`src/rtl/risc_v_mike_pkg.sv`:
```
// Shared memory-map constants and types for the load/store data-bus router.
// Default region table matches the simulator memory map (text, data, stack, MMIO).
package risc_v_mike_pkg;

    localparam logic [31:0] MEM_MAP_TEXT_LOWER_LIMIT  = 32'h0040_0000;
    localparam logic [31:0] MEM_MAP_TEXT_UPPER_LIMIT  = 32'h0FFF_FFFF;
    localparam logic [31:0] MEM_MAP_DATA_LOWER_LIMIT  = 32'h1001_0000;
    localparam logic [31:0] MEM_MAP_DATA_UPPER_LIMIT  = 32'h1003_FFFF;
    localparam logic [31:0] MEM_MAP_STACK_LOWER_LIMIT = 32'h7FFF_0000;
    localparam logic [31:0] MEM_MAP_STACK_UPPER_LIMIT = 32'h7FFF_FFFF;
    localparam logic [31:0] MEM_MAP_MMIO_LOWER_LIMIT  = 32'hFFFF_0000;
    localparam logic [31:0] MEM_MAP_MMIO_UPPER_LIMIT  = 32'hFFFF_FFFF;

    typedef enum logic [1:0] {
        IDLE,
        ACCESS,
        RESP
    } mem_router_state_e;

    // Wide enough for the maximum of eight regions.
    typedef logic [2:0] mem_region_idx_t;

endpackage

```
`src/rtl/risc_v_mem_router_if.sv`:
```
// Bus bundle between the load/store unit, the router and the memory regions.
// slave = router view, master = LSU/region/test view.
interface risc_v_mem_router_if #(
    parameter int NUM_REGIONS = 4,
    parameter int ADDR_W      = 32,
    parameter int DATA_W      = 32
);
    logic                          req_val;
    logic                          req_rdy;
    logic                          req_we;
    logic [ADDR_W-1:0]             req_addr;
    logic [DATA_W-1:0]             req_wdata;
    logic                          rsp_val;
    logic                          rsp_rdy;
    logic [DATA_W-1:0]             rsp_rdata;
    logic                          rsp_err;
    logic [NUM_REGIONS-1:0]        reg_sel;
    logic                          reg_we;
    logic [ADDR_W-1:0]             reg_addr;
    logic [DATA_W-1:0]             reg_wdata;
    logic [NUM_REGIONS*DATA_W-1:0] reg_rdata;
    logic                          err_val;
    logic [ADDR_W-1:0]             err_addr;
    logic                          err_we;
    logic                          err_clr;

    modport slave (
        input  req_val, req_we, req_addr, req_wdata, rsp_rdy, reg_rdata, err_clr,
        output req_rdy, rsp_val, rsp_rdata, rsp_err, reg_sel, reg_we, reg_addr,
               reg_wdata, err_val, err_addr, err_we
    );

    modport master (
        output req_val, req_we, req_addr, req_wdata, rsp_rdy, reg_rdata, err_clr,
        input  req_rdy, rsp_val, rsp_rdata, rsp_err, reg_sel, reg_we, reg_addr,
               reg_wdata, err_val, err_addr, err_we
    );

endinterface

```
`src/rtl/risc_v_mem_region_match.sv`:
```
// Combinational priority matcher: inclusive unsigned base/limit compare,
// lowest-numbered region wins on overlap; also yields the region-relative offset.
module risc_v_mem_region_match
    import risc_v_mike_pkg::*;
#(
    parameter int NUM_REGIONS = 4,
    parameter int ADDR_W      = 32
) (
    input  logic [ADDR_W-1:0]      addr_i,
    input  logic [ADDR_W-1:0]      base_i  [NUM_REGIONS],
    input  logic [ADDR_W-1:0]      limit_i [NUM_REGIONS],
    output logic                   hit_o,
    output logic [NUM_REGIONS-1:0] sel_o,
    output mem_region_idx_t        idx_o,
    output logic [ADDR_W-1:0]      offset_o
);

    // Scan from the top down so the last assignment belongs to the lowest index.
    always_comb begin
        hit_o    = 1'b0;
        sel_o    = '0;
        idx_o    = '0;
        offset_o = '0;
        for (int i = NUM_REGIONS - 1; i >= 0; i--) begin
            if ((addr_i >= base_i[i]) && (addr_i <= limit_i[i])) begin
                hit_o    = 1'b1;
                sel_o    = '0;
                sel_o[i] = 1'b1;
                idx_o    = mem_region_idx_t'(i);
                offset_o = addr_i - base_i[i];
            end
        end
    end

endmodule

```
`src/rtl/risc_v_mem_router.sv`:
```
// Registered data-bus router: region decode, wait-stated strobe, response and sticky error.
// Optional build macro MEM_ROUTER_ALIGN_CHECK_EN turns misaligned word accesses into errors.
module risc_v_mem_router
    import risc_v_mike_pkg::*;
#(
    parameter int               NUM_REGIONS = 4,
    parameter int               ADDR_W      = 32,
    parameter int               DATA_W      = 32,
    parameter int               WAIT_W      = 4,
    parameter logic [ADDR_W-1:0] REGION_BASE  [NUM_REGIONS] = '{
        MEM_MAP_TEXT_LOWER_LIMIT, MEM_MAP_DATA_LOWER_LIMIT,
        MEM_MAP_STACK_LOWER_LIMIT, MEM_MAP_MMIO_LOWER_LIMIT},
    parameter logic [ADDR_W-1:0] REGION_LIMIT [NUM_REGIONS] = '{
        MEM_MAP_TEXT_UPPER_LIMIT, MEM_MAP_DATA_UPPER_LIMIT,
        MEM_MAP_STACK_UPPER_LIMIT, MEM_MAP_MMIO_UPPER_LIMIT},
    parameter logic [WAIT_W-1:0] REGION_WAIT  [NUM_REGIONS] = '{4'd0, 4'd0, 4'd0, 4'd2}
) (
    input  logic                clk,
    input  logic                rst,
    risc_v_mem_router_if.slave  bus
);

    mem_router_state_e      state_q;
    logic                   req_rdy_q;
    logic                   rsp_val_q;
    logic                   rsp_err_q;
    logic [DATA_W-1:0]      rsp_rdata_q;
    logic [NUM_REGIONS-1:0] reg_sel_q;
    logic                   reg_we_q;
    logic [ADDR_W-1:0]      reg_addr_q;
    logic [DATA_W-1:0]      reg_wdata_q;
    logic [WAIT_W-1:0]      wait_q;
    mem_region_idx_t        idx_q;
    logic                   err_val_q;
    logic [ADDR_W-1:0]      err_addr_q;
    logic                   err_we_q;

    logic                   hit_d;
    logic [NUM_REGIONS-1:0] sel_d;
    mem_region_idx_t        idx_d;
    logic [ADDR_W-1:0]      offset_d;
    logic                   miss_d;
    logic [WAIT_W-1:0]      wait_d;
    logic [DATA_W-1:0]      rdata_d;
    logic                   accept_d;

    logic [ADDR_W-1:0] base_tbl  [NUM_REGIONS];
    logic [ADDR_W-1:0] limit_tbl [NUM_REGIONS];

    assign base_tbl  = REGION_BASE;
    assign limit_tbl = REGION_LIMIT;

    risc_v_mem_region_match #(
        .NUM_REGIONS (NUM_REGIONS),
        .ADDR_W      (ADDR_W)
    ) u_match (
        .addr_i   (bus.req_addr),
        .base_i   (base_tbl),
        .limit_i  (limit_tbl),
        .hit_o    (hit_d),
        .sel_o    (sel_d),
        .idx_o    (idx_d),
        .offset_o (offset_d)
    );

`ifdef MEM_ROUTER_ALIGN_CHECK_EN
    assign miss_d = !hit_d || (bus.req_addr[1:0] != 2'b00);
`else
    assign miss_d = !hit_d;
`endif

    always_comb begin
        wait_d = '0;
        for (int i = 0; i < NUM_REGIONS; i++) begin
            if (sel_d[i]) wait_d = REGION_WAIT[i];
        end
    end

    assign rdata_d  = DATA_W'(bus.reg_rdata >> (int'(idx_q) * DATA_W));
    assign accept_d = bus.req_val && (state_q == IDLE);

    always_ff @(posedge clk or posedge rst) begin
        if (rst) begin
            state_q     <= IDLE;
            req_rdy_q   <= 1'b1;
            rsp_val_q   <= 1'b0;
            rsp_err_q   <= 1'b0;
            rsp_rdata_q <= '0;
            reg_sel_q   <= '0;
            reg_we_q    <= 1'b0;
            reg_addr_q  <= '0;
            reg_wdata_q <= '0;
            wait_q      <= '0;
            idx_q       <= '0;
            err_val_q   <= 1'b0;
            err_addr_q  <= '0;
            err_we_q    <= 1'b0;
        end else begin
            // A clear coinciding with a new miss still captures the new fault.
            if (accept_d && miss_d && (!err_val_q || bus.err_clr)) begin
                err_val_q  <= 1'b1;
                err_addr_q <= bus.req_addr;
                err_we_q   <= bus.req_we;
            end else if (bus.err_clr) begin
                err_val_q  <= 1'b0;
            end

            case (state_q)
                IDLE: begin
                    if (bus.req_val) begin
                        req_rdy_q <= 1'b0;
                        if (miss_d) begin
                            state_q     <= RESP;
                            rsp_val_q   <= 1'b1;
                            rsp_err_q   <= 1'b1;
                            rsp_rdata_q <= '0;
                        end else begin
                            state_q     <= ACCESS;
                            reg_sel_q   <= sel_d;
                            reg_we_q    <= bus.req_we;
                            reg_addr_q  <= offset_d;
                            reg_wdata_q <= bus.req_wdata;
                            wait_q      <= wait_d;
                            idx_q       <= idx_d;
                        end
                    end
                end
                ACCESS: begin
                    if (wait_q == '0) begin
                        state_q     <= RESP;
                        reg_sel_q   <= '0;
                        reg_we_q    <= 1'b0;
                        rsp_val_q   <= 1'b1;
                        rsp_err_q   <= 1'b0;
                        rsp_rdata_q <= reg_we_q ? '0 : rdata_d;
                    end else begin
                        wait_q <= wait_q - 1'b1;
                    end
                end
                RESP: begin
                    if (bus.rsp_rdy) begin
                        state_q     <= IDLE;
                        req_rdy_q   <= 1'b1;
                        rsp_val_q   <= 1'b0;
                        rsp_err_q   <= 1'b0;
                        rsp_rdata_q <= '0;
                    end
                end
                default: state_q <= IDLE;
            endcase
        end
    end

    assign bus.req_rdy   = req_rdy_q;
    assign bus.rsp_val   = rsp_val_q;
    assign bus.rsp_err   = rsp_err_q;
    assign bus.rsp_rdata = rsp_rdata_q;
    assign bus.reg_sel   = reg_sel_q;
    assign bus.reg_we    = reg_we_q;
    assign bus.reg_addr  = reg_addr_q;
    assign bus.reg_wdata = reg_wdata_q;
    assign bus.err_val   = err_val_q;
    assign bus.err_addr  = err_addr_q;
    assign bus.err_we    = err_we_q;

endmodule

```
`src/flat_wrapper.sv`:
```
// flat-port wrapper written by rule: the top's interface ports become plain ports
module risc_v_mem_router_flat import risc_v_mike_pkg::*;
#(
    parameter int               NUM_REGIONS = 4,
    parameter int               ADDR_W      = 32,
    parameter int               DATA_W      = 32,
    parameter int               WAIT_W      = 4,
    parameter logic [ADDR_W-1:0] REGION_BASE  [NUM_REGIONS] = '{
        MEM_MAP_TEXT_LOWER_LIMIT, MEM_MAP_DATA_LOWER_LIMIT,
        MEM_MAP_STACK_LOWER_LIMIT, MEM_MAP_MMIO_LOWER_LIMIT},
    parameter logic [ADDR_W-1:0] REGION_LIMIT [NUM_REGIONS] = '{
        MEM_MAP_TEXT_UPPER_LIMIT, MEM_MAP_DATA_UPPER_LIMIT,
        MEM_MAP_STACK_UPPER_LIMIT, MEM_MAP_MMIO_UPPER_LIMIT},
    parameter logic [WAIT_W-1:0] REGION_WAIT  [NUM_REGIONS] = '{4'd0, 4'd0, 4'd0, 4'd2}
)
  (clk, rst, bus_req_val, bus_req_we, bus_req_addr, bus_req_wdata, bus_rsp_rdy, bus_reg_rdata, bus_err_clr, bus_req_rdy, bus_rsp_val, bus_rsp_rdata, bus_rsp_err, bus_reg_sel, bus_reg_we, bus_reg_addr, bus_reg_wdata, bus_err_val, bus_err_addr, bus_err_we);
  risc_v_mem_router_if #(.NUM_REGIONS(NUM_REGIONS), .ADDR_W(ADDR_W), .DATA_W(DATA_W)) bus_i ();
  input  logic clk;
  input  logic rst;
  input wire logic [$bits(bus_i.req_val)-1:0] bus_req_val;
  input wire logic [$bits(bus_i.req_we)-1:0] bus_req_we;
  input wire logic [$bits(bus_i.req_addr)-1:0] bus_req_addr;
  input wire logic [$bits(bus_i.req_wdata)-1:0] bus_req_wdata;
  input wire logic [$bits(bus_i.rsp_rdy)-1:0] bus_rsp_rdy;
  input wire logic [$bits(bus_i.reg_rdata)-1:0] bus_reg_rdata;
  input wire logic [$bits(bus_i.err_clr)-1:0] bus_err_clr;
  output wire logic [$bits(bus_i.req_rdy)-1:0] bus_req_rdy;
  output wire logic [$bits(bus_i.rsp_val)-1:0] bus_rsp_val;
  output wire logic [$bits(bus_i.rsp_rdata)-1:0] bus_rsp_rdata;
  output wire logic [$bits(bus_i.rsp_err)-1:0] bus_rsp_err;
  output wire logic [$bits(bus_i.reg_sel)-1:0] bus_reg_sel;
  output wire logic [$bits(bus_i.reg_we)-1:0] bus_reg_we;
  output wire logic [$bits(bus_i.reg_addr)-1:0] bus_reg_addr;
  output wire logic [$bits(bus_i.reg_wdata)-1:0] bus_reg_wdata;
  output wire logic [$bits(bus_i.err_val)-1:0] bus_err_val;
  output wire logic [$bits(bus_i.err_addr)-1:0] bus_err_addr;
  output wire logic [$bits(bus_i.err_we)-1:0] bus_err_we;
  assign bus_i.req_val = bus_req_val;
  assign bus_i.req_we = bus_req_we;
  assign bus_i.req_addr = bus_req_addr;
  assign bus_i.req_wdata = bus_req_wdata;
  assign bus_i.rsp_rdy = bus_rsp_rdy;
  assign bus_i.reg_rdata = bus_reg_rdata;
  assign bus_i.err_clr = bus_err_clr;
  assign bus_req_rdy = bus_i.req_rdy;
  assign bus_rsp_val = bus_i.rsp_val;
  assign bus_rsp_rdata = bus_i.rsp_rdata;
  assign bus_rsp_err = bus_i.rsp_err;
  assign bus_reg_sel = bus_i.reg_sel;
  assign bus_reg_we = bus_i.reg_we;
  assign bus_reg_addr = bus_i.reg_addr;
  assign bus_reg_wdata = bus_i.reg_wdata;
  assign bus_err_val = bus_i.err_val;
  assign bus_err_addr = bus_i.err_addr;
  assign bus_err_we = bus_i.err_we;
  risc_v_mem_router #(.NUM_REGIONS(NUM_REGIONS), .ADDR_W(ADDR_W), .DATA_W(DATA_W), .WAIT_W(WAIT_W), .REGION_BASE(REGION_BASE), .REGION_LIMIT(REGION_LIMIT), .REGION_WAIT(REGION_WAIT)) u_core (.clk(clk), .rst(rst), .bus(bus_i));
endmodule
```
`config.mk`:
```
export PLATFORM = sky130hd
export DESIGN_NAME = risc_v_mem_router_flat
export DESIGN_NICKNAME = d
export VERILOG_FILES = /design/src/rtl/risc_v_mike_pkg.sv /design/src/rtl/risc_v_mem_router_if.sv /design/src/rtl/risc_v_mem_region_match.sv /design/src/rtl/risc_v_mem_router.sv /design/src/flat_wrapper.sv
export SDC_FILE = /design/constraint.sdc
export NUM_CORES = 1
export LEC_CHECK = 0
export CORE_MARGIN = 1.5
export CORE_UTILIZATION = 43
export CTS_BUF_LIST = sky130_fd_sc_hd__clkbuf_2
export DETAILED_ROUTE_END_ITERATION = 10
export PLACE_DENSITY = 0.82
export SYNTH_ARGS = -nofsm -noshare
export SYNTH_HDL_FRONTEND = slang
export SYNTH_SLANG_ARGS = --single-unit
```
`constraint.sdc`:
```
create_clock -name clk -period 7.8 [get_ports clk]
set_input_delay 2.34 -clock clk [delete_from_list [all_inputs] [get_ports clk]]
set_output_delay 2.34 -clock clk [all_outputs]
set_load 0.05 [all_outputs]
```
* Word level (Yosys, flattened, before mapping)
Cells that the tools add are included.
Word-level totals: register bits after elaboration 147, output and inout port bits 138, logic and storage cells 109
Operators by class: magnitude comparators 8, reductions and logical operators 22, shift operators 1, multiplexer cells 51, eq/ne operators 8, $add $sub $neg 5
Operators by type and width (count):
- 32-bit 2-to-1 mux | 9
- 128-bit by 8-bit >> shifter with 32-bit output | 1
- 32-bit case mux with 3 select lines | 1
- 4-bit 2-to-1 mux | 10
- 32-bit by 23-bit >= comparator with 1-bit output (second input constant) | 1
- 32-bit by 29-bit >= comparator with 1-bit output (second input constant) | 1
- 32-bit by 31-bit >= comparator with 1-bit output (second input constant) | 1
- 32-bit >= comparator (second input constant) | 1
- 32-bit by 28-bit <= comparator with 1-bit output (second input constant) | 1
- 32-bit by 29-bit <= comparator with 1-bit output (second input constant) | 1
- 32-bit by 31-bit <= comparator with 1-bit output (second input constant) | 1
- 32-bit <= comparator (second input constant) | 1
- 32-bit by 23-bit subtractor with 32-bit output (second input constant) | 1
- 32-bit by 29-bit subtractor with 32-bit output (second input constant) | 1
- 32-bit by 31-bit subtractor with 32-bit output (second input constant) | 1
- 32-bit subtractor (second input constant) | 1
- 4-bit case mux with 2 select lines | 2
- 1-bit 2-to-1 mux | 15
- 2-bit 2-to-1 mux | 6
- 3-bit 2-to-1 mux | 3
- 3-bit AND reduction | 3
- 2-bit != test (second input constant) | 4
- 4-bit AND reduction | 2
- 1-bit logical AND | 7
- other kinds (14) | 20

* Logic depth before layout (Yosys ltp)
Gate-level depths: netlist of run 1.
depth after elaboration 10, gate-level depth with buffers 10, depth with buffers taken out 8

* Modules after synthesis
From an unflattened synthesis of run 1, not the netlist that was laid out.
Unflattened totals: cells, all modules 2166, area total of the unflattened synthesis 18012.3 µm²
By module, submodules not included:
- risc_v_mem_region_match | area an instance 11233.3 µm², times used 1, cells each 1673, seq. area each 0.0 µm²
- risc_v_mem_router | area an instance 6779.0 µm², times used 1, cells each 493, seq. area each 3679.8 µm²

* Worst setup path after synthesis of run 1
OpenSTA, ideal clock, no wires.
kind input port to flip-flop, start in bus_req_addr[31], end reg u_core.rsp_rdata_q[0], in the netlist u_core.bus.rsp_rdata[0], path slack 3353 ps, required time 7675 ps, cell stages on the path 7, arrival 4322 ps, path buffers 1, setup time 125 ps, cells stage by stage or4_1 or3_1 o211ai_1 o21ai_1 o211ai_2 buf_6 mux2_2
On the way: word-level cells in the longest chain between the ends 8, elaborated cells between the ends (all ways) 18, classes of those cells order compare: 8; eq/ne: 1; mux: 4; reduce/logical: 5
Ends and longest elaborated chain:
- start, declared | RTL line flat_wrapper.sv:22 | input wire logic [$bits(bus_i.req_addr)-1:0] bus_req_addr;
- 32-bit >= comparator / 32-bit <= comparator (equally long branches) | RTL line risc_v_mem_region_match.sv:25 | if ((addr_i >= base_i[i]) && (addr_i <= limit_i[i])) begin
- 1-bit logical AND | RTL line risc_v_mem_region_match.sv:25
- 1-bit 2-to-1 mux (3 in series) | RTL line risc_v_mem_region_match.sv:25
- 1-bit 2-to-1 mux (*) | RTL line risc_v_mem_region_match.sv:25
- 2-bit != test (no source line) (*)
- 5-bit AND reduction (no source line) (*)
- end signal, assigned | RTL line risc_v_mem_router.sv:135 | rsp_rdata_q <= reg_we_q ? '0 : rdata_d;
- end, declared | RTL line risc_v_mem_router.sv:27 | logic [DATA_W-1:0] rsp_rdata_q;
Every way passes the cells marked *; elsewhere a longest branch is shown, timed or not. A chain may end at the register's enable or synchronous reset.

* Worst setup path in the final report of run 1
start in bus_req_addr[1], end reg u_core.rsp_rdata_q[2], in the netlist u_core.bus.rsp_rdata[2]
The elaborated chain is that of the path after synthesis.

==> results.json, run 1 <==
{
  "outcome": "finished clean",
  "wl_per_cell_um": 19.5,
  "cts_setup_buffers": 0,
  "startpoint": "bus_req_addr[1]",
  "clkSinkCount": 146,
  "synth_top_family_by_area": "multiplexers",
  "reg2reg_from": "u_core.state_q[0]",
  "critical_path_peak_fanout": 33,
  "finClkSkew_ps": 33.7,
  "synth_top_area_frac": 0.485,
  "endpoint": "u_core.bus.rsp_rdata[2]",
  "seqPwrFrac": 0.312,
  "critPathLaunchType": "input pin",
  "reg2reg_slack_ps": 4790,
  "r2r_cells": 6,
  "netlist_area_mm2": 0.00749,
  "dieArea_mm2": 0.0182,
  "finalMaxSlewViolations": 0,
  "syn-num-nets": 858,
  "finalHoldViolCount": 0,
  "numCtsBuffers": 17,
  "synth_xor_area_frac": 0.00585,
  "leakage_nw": 4.82,
  "end_kind": "flop",
  "drt-total-wl_um": 23600,
  "ys_warn_count": 0,
  "maxCapViolCount": 0,
  "synthDistinctLibCells": 67,
  "critical_path_class": "in -> reg",
  "finalCriticalPeriod_ps": 4910,
  "synth_simple_gate_area_frac": 0.160,
  "synth_top_cell_by_area": "dfrtp_1",
  "crit_chain": "clkdlybuf4s50_1, nor4_1, nand4_2, a211oi_2, o21ai_1, o211ai_4, mux2_2",
  "relSlewSlack": 0.256,
  "timing.fmax_mhz": 204,
  "start_util": 0.436,
  "synthMuxAreaShare": 0.213,
  "tightest_slew_ps": 1110,
  "gr-total-overflow": 0,
  "synth_compound_area_frac": 0.0745,
  "drc": 0,
  "grt_pass1_wl_um": 35800,
  "core_area_mm2": 0.0172,
  "firstDrtPassIters": 5,
  "ir_drop_v": 0.000282,
  "drtIter0Drc": 353,
  "synth_seq_cells": 146,
  "dominantRegCellSynth": "dfrtp_1",
  "gp_congestion": 0.854,
  "switching_share": 0.464,
  "ios": 336,
  "post_cts_resized": 0,
  "intPower_w": 0.00206,
  "synth_area_leaders": "dfrtp_1, mux4_2, nand2_1, mux2_4, mux2_2",
  "syn_avg_cell_area_um2": 11.6,
  "rows": 48,
  "async_reset_ff_frac": 1.00,
  "antenna_found_initial": 1,
  "reg2reg_to": "u_core.bus.err_addr[5]",
  "synth_edf_count": 0,
  "cp.depth": 7,
  "syn_inst": 648,
  "cp.required_ps": 8430,
  "areaGrowthSynthToFinish_pct": 49.7,
  "nets": 1182,
  "cts_hold_buf": 0,
  "period_share": 0.629,
  "grt_pass1_vias": 6493,
  "clockRootBuffer": "clkbuf_2",
  "grt_max_degree": 89,
  "drive_above_1_share": 0.158,
  "hp-class": "reg -> reg",
  "clkTransAtPathRegs_ps": 210,
  "pwr-share-clk": 0.125,
  "cts_tree": "done",
  "crit_arrival_ps": 5540,
  "dp_hpwl_um": 17500,
  "die_y_um": 135,
  "power.share.combinational": 0.563,
  "ant_nets": 0,
  "grtUsageTotal": 0.257,
  "hp-start": "u_core.bus.reg_addr[28]",
  "htree_levels": 4,
  "crit_buf_inv": 1,
  "cts_buffer_depth": 2,
  "vias": 6395,
  "clk-insertion-delay-late_ps": 740,
  "cpLargestDelayFamily": "compound AO/OA/AOI/OAI gates",
  "finalSetupViolations": 0,
  "cp_slowest_cell": "a211oi_2",
  "die_w_um": 135,
  "ys_seq_area_frac": 0.488,
  "power_density_mw_per_mm2": 343,
  "avgViaCountPerCell": 5.29,
  "grt_setup_unrepaired": "false",
  "io_buffers": 335,
  "synth_fa_ha_area_frac": 0.0201,
  "slowest_delay_ps": 550,
  "fin_setup_tns_ps": 0,
  "p_sw_w": 0.00178,
  "fin_total_pwr_w": 0.00384
}
==> worst min path at each step <==
stage	to	slack (ps)	depth (start not counted)
global route	u_core.bus.reg_wdata[29]	530	2
CTS	u_core.bus.reg_addr[28]	510	2
detailed placement	u_core.bus.reg_wdata[29]	460	2
global placement	u_core.bus.reg_addr[28]	460	2
floorplan	u_core.state_q[1]	510	2
finish	u_core.bus.reg_addr[28]	500	2
==> worst min-delay path: stages (launching register included) <==
cell,delay [ps]
dfrtp_1,390
nand2_1,50
nand2_1,50
==> kinds of logic (layout without fill, tap and decap cells) <==
group	count (synthesis)	in the layout
DFF	146	146
buffers and inverters	47	383
other	0	1
and+or+nand+nor	264	264
adders and majority gates	12	12
xor gates and xnor gates	5	5
AOI/OAI and AO/OA	74	74
muxes	100	100
==> placed cells by master (no fill, tap or decap), types with 4 or more instances in the layout <==
cell type	Yosys	final
buf_4	3	6
nor2_1	17	17
inv_1	11	10
mux4_2	32	32
clkbuf_2	0	18
nand4_1	5	5
mux2_4	30	30
o21ai_0	14	14
ha_1	12	12
nand2_1	174	174
nor3_1	4	4
clkdlybuf4s50_1	0	335
inv_6	0	4
o211ai_1	4	4
xnor2_1	4	4
o22a_1	4	4
a31oi_1	4	4
nor2b_1	34	34
nor4_1	6	6
a21oi_1	15	15
mux2_2	37	37
dfrtp_1	145	144
==> sequential cells by signal (all words and copies together), names as in the netlist, 2 cells and up <==
| register | count |
|---|---|
| u_core.idx_q | 2 |
| u_core.bus.reg_wdata | 32 |
| u_core.bus.rsp_rdata | 32 |
| u_core.bus.err_addr | 32 |
| u_core.bus.reg_addr | 32 |
| u_core.wait_q | 4 |
| u_core.bus.reg_sel | 4 |
| u_core.state_q | 2 |
==> per-layer routing <==
layer | global-route usage | wire (µm) | vias to the layer above
met5 | 0 | 0 | -
met4 | 0.133 | 986 | 0
met3 | 0.0796 | 2010 | 64
met2 | 0.432 | 11700 | 284
met1 | 0.296 | 8900 | 3126
li1 | - | - | 2921
==> power by group through the flow <==
stage	Sequential (W)	Combinational (W)	Clock, W
floorplan	0.00199	0.000666	0
global placement	0.00121	0.00214	0
detailed placement	0.00121	0.00217	0
CTS	0.00120	0.00217	0.000495
global route	0.00124	0.00225	0.000525
finish	0.00120	0.00216	0.000481
==> cell type report <==
class	instances	area, µm²
fillers	1360	5970
flip-flops and latches	146	3660
multi-input cells	455	3560
repair buffers	341	3400
well taps	225	282
clock inverters	13	176
clock buffers	18	90.1
inverters	11	46.3
diodes	1	2.50
==> synth_stat cells, drive strengths merged (3+ instances only) <==
cell type  number
dfrtp         145
inv            11
o21ai          17
nor3            4
and3            3
nand3           3
a31oi           4
nor2b          34
clkbuf         17
xnor2           4
a211oi          3
nand4           6
o22a            4
ha             12
mux4           32
buf            19
o211ai          6
or4             3
nor2           19
mux2           67
a21oi          16
nor4            7
nand2         174
==> metrics by stage <==
step | worst slack, ps | hold slack, ps | cells | utilization | instance area [µm²]
after floorplan | 1540 | 508 | 648 | - | 7490
after CTS | 3030 | 506 | 1209 | 0.652 | 11200
after global placement | 2270 | 456 | 1178 | 0.637 | 10900
after global routing | 2680 | 528 | 1210 | 0.653 | 11200
after detailed placement | 2180 | 461 | 1178 | 0.637 | 10900
final | 2890 | 496 | 1210 | 0.653 | 11200
Note: power is estimated with default switching activity, not from simulation.
==> run 2, diff against run 1 <==
Clock period 7.8 ns to 4.9 ns, I/O delays scaled along.
==> run 2 against run 1 <==
Against the previous run:
- clock skew down 4.4 ps
- clock-buffer cell count down 1
- flip-flop and latch count unchanged
- via count down 0.13%
- setup slack worse by 1900 ps
- critical path depth unchanged
- non-clock buffer count up 6
- total power up 61%
- die area unchanged
- worst hold slack worse by 4.5 ps
- cell area up 1.0%
==> results.json, run 2 (synthesis results as in run 1) <==
{
  "gp_congestion": 0.859,
  "grt_pass1_wl_um": 35700,
  "grtUsageTotal": 0.256,
  "use_met1": 0.299,
  "finalSetupViolations": 0,
  "ant_nets": 0,
  "critical_path_class": "in -> reg",
  "cts_setup_buffers": 0,
  "fin_setup_tns_ps": 0,
  "slowest_delay_ps": 590,
  "crit_arrival_ps": 4530,
  "cts_tree": "done",
  "crit_buf_inv": 1,
  "critical_path_peak_fanout": 33,
  "whs_ps": 491,
  "grtUsageMet3": 0.0751,
  "grt_use_met2": 0.444,
  "drtIter0Drc": 338,
  "ir_drop_v": 0.000454,
  "clkSinkCount": 146,
  "clockRootBuffer": "clkbuf_2",
  "drt-total-wl_um": 23500,
  "wl_per_cell_um": 19.3,
  "cp.required_ps": 5530,
  "io_buffers": 335,
  "finClkSkew_ps": 29.3,
  "cts_hold_buf": 0,
  "outcome": "finished clean",
  "leakage_nw": 4.87,
  "maxCapViolCount": 0,
  "ios": 336,
  "rows": 48,
  "end_kind": "flop",
  "cp_slowest_cell": "and3_2",
  "finalMaxSlewViolations": 0,
  "tightest_slew_ps": 1080,
  "avgViaCountPerCell": 5.25,
  "period_share": 0.797,
  "antenna_found_initial": 0,
  "cts_buffer_depth": 2,
  "top_usage_layer": "met2",
  "start_util": 0.436,
  "final_cell_mix": "clkdlybuf4s50_1, nand2_1, dfrtp_1",
  "firstDrtPassIters": 5,
  "power_density_mw_per_mm2": 548,
  "drive_above_1_share": 0.161,
  "finalHoldViolCount": 0,
  "vias": 6387,
  "timing.fmax_mhz": 256,
  "areaGrowthSynthToFinish_pct": 51.2,
  "die_w_um": 135,
  "antennaDiodeCount": 0,
  "hp-class": "reg -> reg",
  "htree_levels": 4,
  "numCtsBuffers": 17,
  "dieArea_mm2": 0.0182,
  "nets": 1188,
  "core_area_mm2": 0.0172,
  "gr-total-overflow": 0,
  "clkTransAtPathRegs_ps": 200,
  "grt_max_degree": 58,
  "dp_hpwl_um": 17900,
  "critPathLaunchType": "input pin",
  "die_y_um": 135,
  "cpLargestDelayFamily": "simple AND/OR/NAND/NOR gates",
  "relSlewSlack": 0.280,
  "post_cts_resized": 0,
  "crit_chain": "clkdlybuf4s50_1, nor4_1, nand4_1, a211oi_2, nor2_2, and3_2, mux2_4",
  "final_common_cell": "clkdlybuf4s50_1",
  "grt_setup_unrepaired": "false",
  "drc": 0,
  "grt_pass1_vias": 6483,
  "finalCriticalPeriod_ps": 3900,
  "clk-insertion-delay-late_ps": 730
}
run 2: cell count changes in the layout (fill, tap and decap cells not counted), moves of 2 or more:
cell,before,now
buf_12,0,4
buf_4,6,8
clkinv_1,0,2
clkinv_4,3,1
run 2: final cells by class:
class                   instances  area [µm²]
clock buffers                  17        85.1
clock inverters                15         203
fillers                      1343        5860
inverters                      11        45.0
multi-input cells             455        3560
flip-flops and latches        146        3660
well taps                     225         282
repair buffers                347        3490
run 2: through the flow:
step	utilization	setup slack [ps]	instances	area, µm²	power [W]
after global routing	0.659	872	1216	11300	0.00647
after global placement	0.642	405	1184	11000	0.00536
after detailed placement	0.642	293	1184	11000	0.00541
after floorplan	-	1320	648	7490	0.00422
final	0.659	997	1216	11300	0.00620
after CTS	0.659	1080	1216	11300	0.00624
run 2: layer usage:
| metal | share of wire | vias to the layer above |
|---|---|---|
| met5 | 0 | - |
| met4 | 0.031 | 0 |
| met3 | 0.081 | 43 |
| met2 | 0.51 | 288 |
| met1 | 0.38 | 3119 |
| li1 | - | 2937 |
run 2: where the power goes:
group	internal, W	switching, W	leakage, nW	total, W
sequential	0.00160	0.000304	1.88	0.00190
clock	0.000341	0.000473	0.157	0.000814
combinational	0.00141	0.00208	2.84	0.00349
total	0.00335	0.00285	4.87	0.00620
run 2: path summary, 6_finish.rpt:
path / from / endpoint / slack (ps) / depth (start not counted)
setup / recovery: bus_req_addr[19] / u_core.bus.err_addr[8] / 1000 / 7
hold / removal: u_core.bus.reg_addr[28] / u_core.bus.reg_addr[28] / 490 / 2
setup reg to reg: u_core.state_q[0] / u_core.bus.err_addr[3] / 1870 / 6
hold reg to reg: u_core.bus.reg_addr[28] / u_core.bus.reg_addr[28] / 490 / 2
max in group asynchronous: rst / u_core.bus.rsp_rdata[27] / 2680 / 3
min in group asynchronous: rst / u_core.bus.reg_wdata[20] / 1290 / 2
run 2: tightest hold or removal path, cell delays in order, from the launching register on:
cell     delay, ps
dfrtp_1        390
nand2_1         50
nand2_1         50
==> run 3, diff against run 2 <==
Settings changed: CORE_UTILIZATION 43 to 39, PLACE_DENSITY 0.82 to 0.79.
Clock period 4.9 ns to 3.2 ns, I/O delays scaled along.
==> run 3 against run 2 <==
Against the previous run:
- total power is 54% higher
- via count rose by 3.1%
- register-to-register slack lost 960 ps
- cell area grew 6.5%
- clock-buffer cell count increased by 1
- first-iteration DRC count is 28% lower
- largest power group unchanged
==> results.json, run 3 (synthesis results as in run 1) <==
{
  "cp.depth": 1,
  "postPlaceCellArea_mm2": 0.0118,
  "cp.required_ps": 2240,
  "finClkSkew_ps": 50.5,
  "cts_hold_buf": 0,
  "io_buffers": 335,
  "period_share": 0.935,
  "end_kind": "output pin",
  "drc": 0,
  "drive_above_1_share": 0.232,
  "antenna_found_initial": 2,
  "critPathLaunchType": "flop",
  "gr-total-overflow": 0,
  "tightest_slew_ps": 636,
  "finalHoldViolCount": 0,
  "nets": 1277,
  "leakage_nw": 5.33,
  "top_usage_layer": "met2",
  "cts_buffer_depth": 2,
  "crit_buf_inv": 1,
  "regArea_mm2": 0.00366,
  "grt_pass1_vias": 6933,
  "finalCriticalPeriod_ps": 2990,
  "whs_ps": 443,
  "cpLargestDelayFamily": "buffers and inverters",
  "die_w_um": 142,
  "outcome": "finished clean",
  "relSlewSlack": 0.576,
  "rows": 50,
  "start_util": 0.399,
  "grt_setup_unrepaired": "false",
  "ir_drop_v": 0.000678,
  "critical_path_class": "reg -> out",
  "slowest_delay_ps": 880,
  "areaGrowthSynthToFinish_pct": 61.1,
  "grt_use_met2": 0.429,
  "ios": 336,
  "drtIter0Drc": 244,
  "dieArea_mm2": 0.0200,
  "gp_congestion": 0.861,
  "die_y_um": 142,
  "r2r_cells": 8,
  "startpoint": "u_core.bus.reg_sel[0]",
  "timing.fmax_mhz": 334,
  "clkSinkCount": 146,
  "finalMaxSlewViolations": 0,
  "wl_per_cell_um": 18.2,
  "use_met1": 0.267,
  "fin_setup_tns_ps": 0,
  "firstDrtPassIters": 4,
  "cts_tree": "done",
  "grtUsageMet3": 0.0702,
  "avgViaCountPerCell": 5.01,
  "fin_cells": 1315,
  "htree_levels": 4,
  "dp_cells": 1282,
  "numCtsBuffers": 17,
  "final_common_cell": "clkdlybuf4s50_1",
  "post_cts_resized": 1,
  "clockRootBuffer": "clkbuf_2",
  "reg2reg_from": "u_core.state_q[0]",
  "crit_arrival_ps": 2030,
  "grt_pass1_wl_um": 36800,
  "final_cell_mix": "clkdlybuf4s50_1, nand2_1, dfrtp_1",
  "critical_path_peak_fanout": 4,
  "grt_max_degree": 75,
  "clkTransAtPathRegs_ps": 260,
  "cp_slowest_cell": "clkdlybuf4s50_1",
  "maxCapViolCount": 0,
  "finalSetupViolations": 0,
  "drt-total-wl_um": 23900,
  "ant_nets": 0,
  "multi_input_area_mm2": 0.00356,
  "dp_hpwl_um": 18700,
  "core_area_mm2": 0.0188,
  "fillerInstances": 1512,
  "vias": 6582,
  "grtUsageTotal": 0.238,
  "power_density_mw_per_mm2": 791,
  "cts_setup_buffers": 0,
  "crit_chain": "clkdlybuf4s50_1",
  "clk-insertion-delay-late_ps": 730,
  "final_area_mm2": 0.0121,
  "hp-class": "in -> async"
}
-- run 3: cell count changes in the layout (fill, tap and decap cells not counted), sizes merged, moves of 2 or more --
cell	change
clkinvlp	-2
diode	+2
buf	+89
bufinv	-2
-- run 3: worst paths after layout --
path                       slack [ps]                  endpoint
max                               210            bus_reg_sel[0]
min                               440  u_core.bus.reg_wdata[10]
max reg2reg                       910   u_core.bus.rsp_rdata[8]
min reg2reg                       500   u_core.bus.reg_wdata[8]
max in group asynchronous        2050        u_core.bus.req_rdy
min in group clk                  500   u_core.bus.reg_wdata[8]
-- run 3: cell type report --
cell class / count / area share
clock buffers: 18 / 0.00747
flip-flops and latches: 146 / 0.303
multi-input cells: 455 / 0.295
repair buffers: 436 / 0.353
clock inverters: 13 / 0.0127
well taps: 234 / 0.0243
diodes: 2 / 0.000415
inverters: 11 / 0.00374
-- run 3: metal layers --
metal | routed length, µm | vias to the layer above
met5 | 0 | -
met4 | 573 | 0
met3 | 1890 | 43
met2 | 12400 | 250
met1 | 8980 | 3171
li1 | - | 3118
-- run 3: stage by stage --
| stage | total power [W] | util | setup WS [ps] |
|---|---|---|---|
| 2_1_floorplan | 0.00647 | - | 133 |
| 3_5_place_dp | 0.00852 | 0.629 | -514 |
| 6_report | 0.00954 | 0.643 | 209 |
| 4_1_cts | 0.00964 | 0.642 | 112 |
| 3_3_place_gp | 0.00843 | 0.629 | -409 |
| 5_1_grt | 0.00999 | 0.643 | 69.9 |
-- run 3: where the power goes --
part           leakage [nW]  switching, W  internal [W]
combinational          3.31       0.00331       0.00232
clock                 0.149      0.000722      0.000378
sequential             1.88      0.000365       0.00245
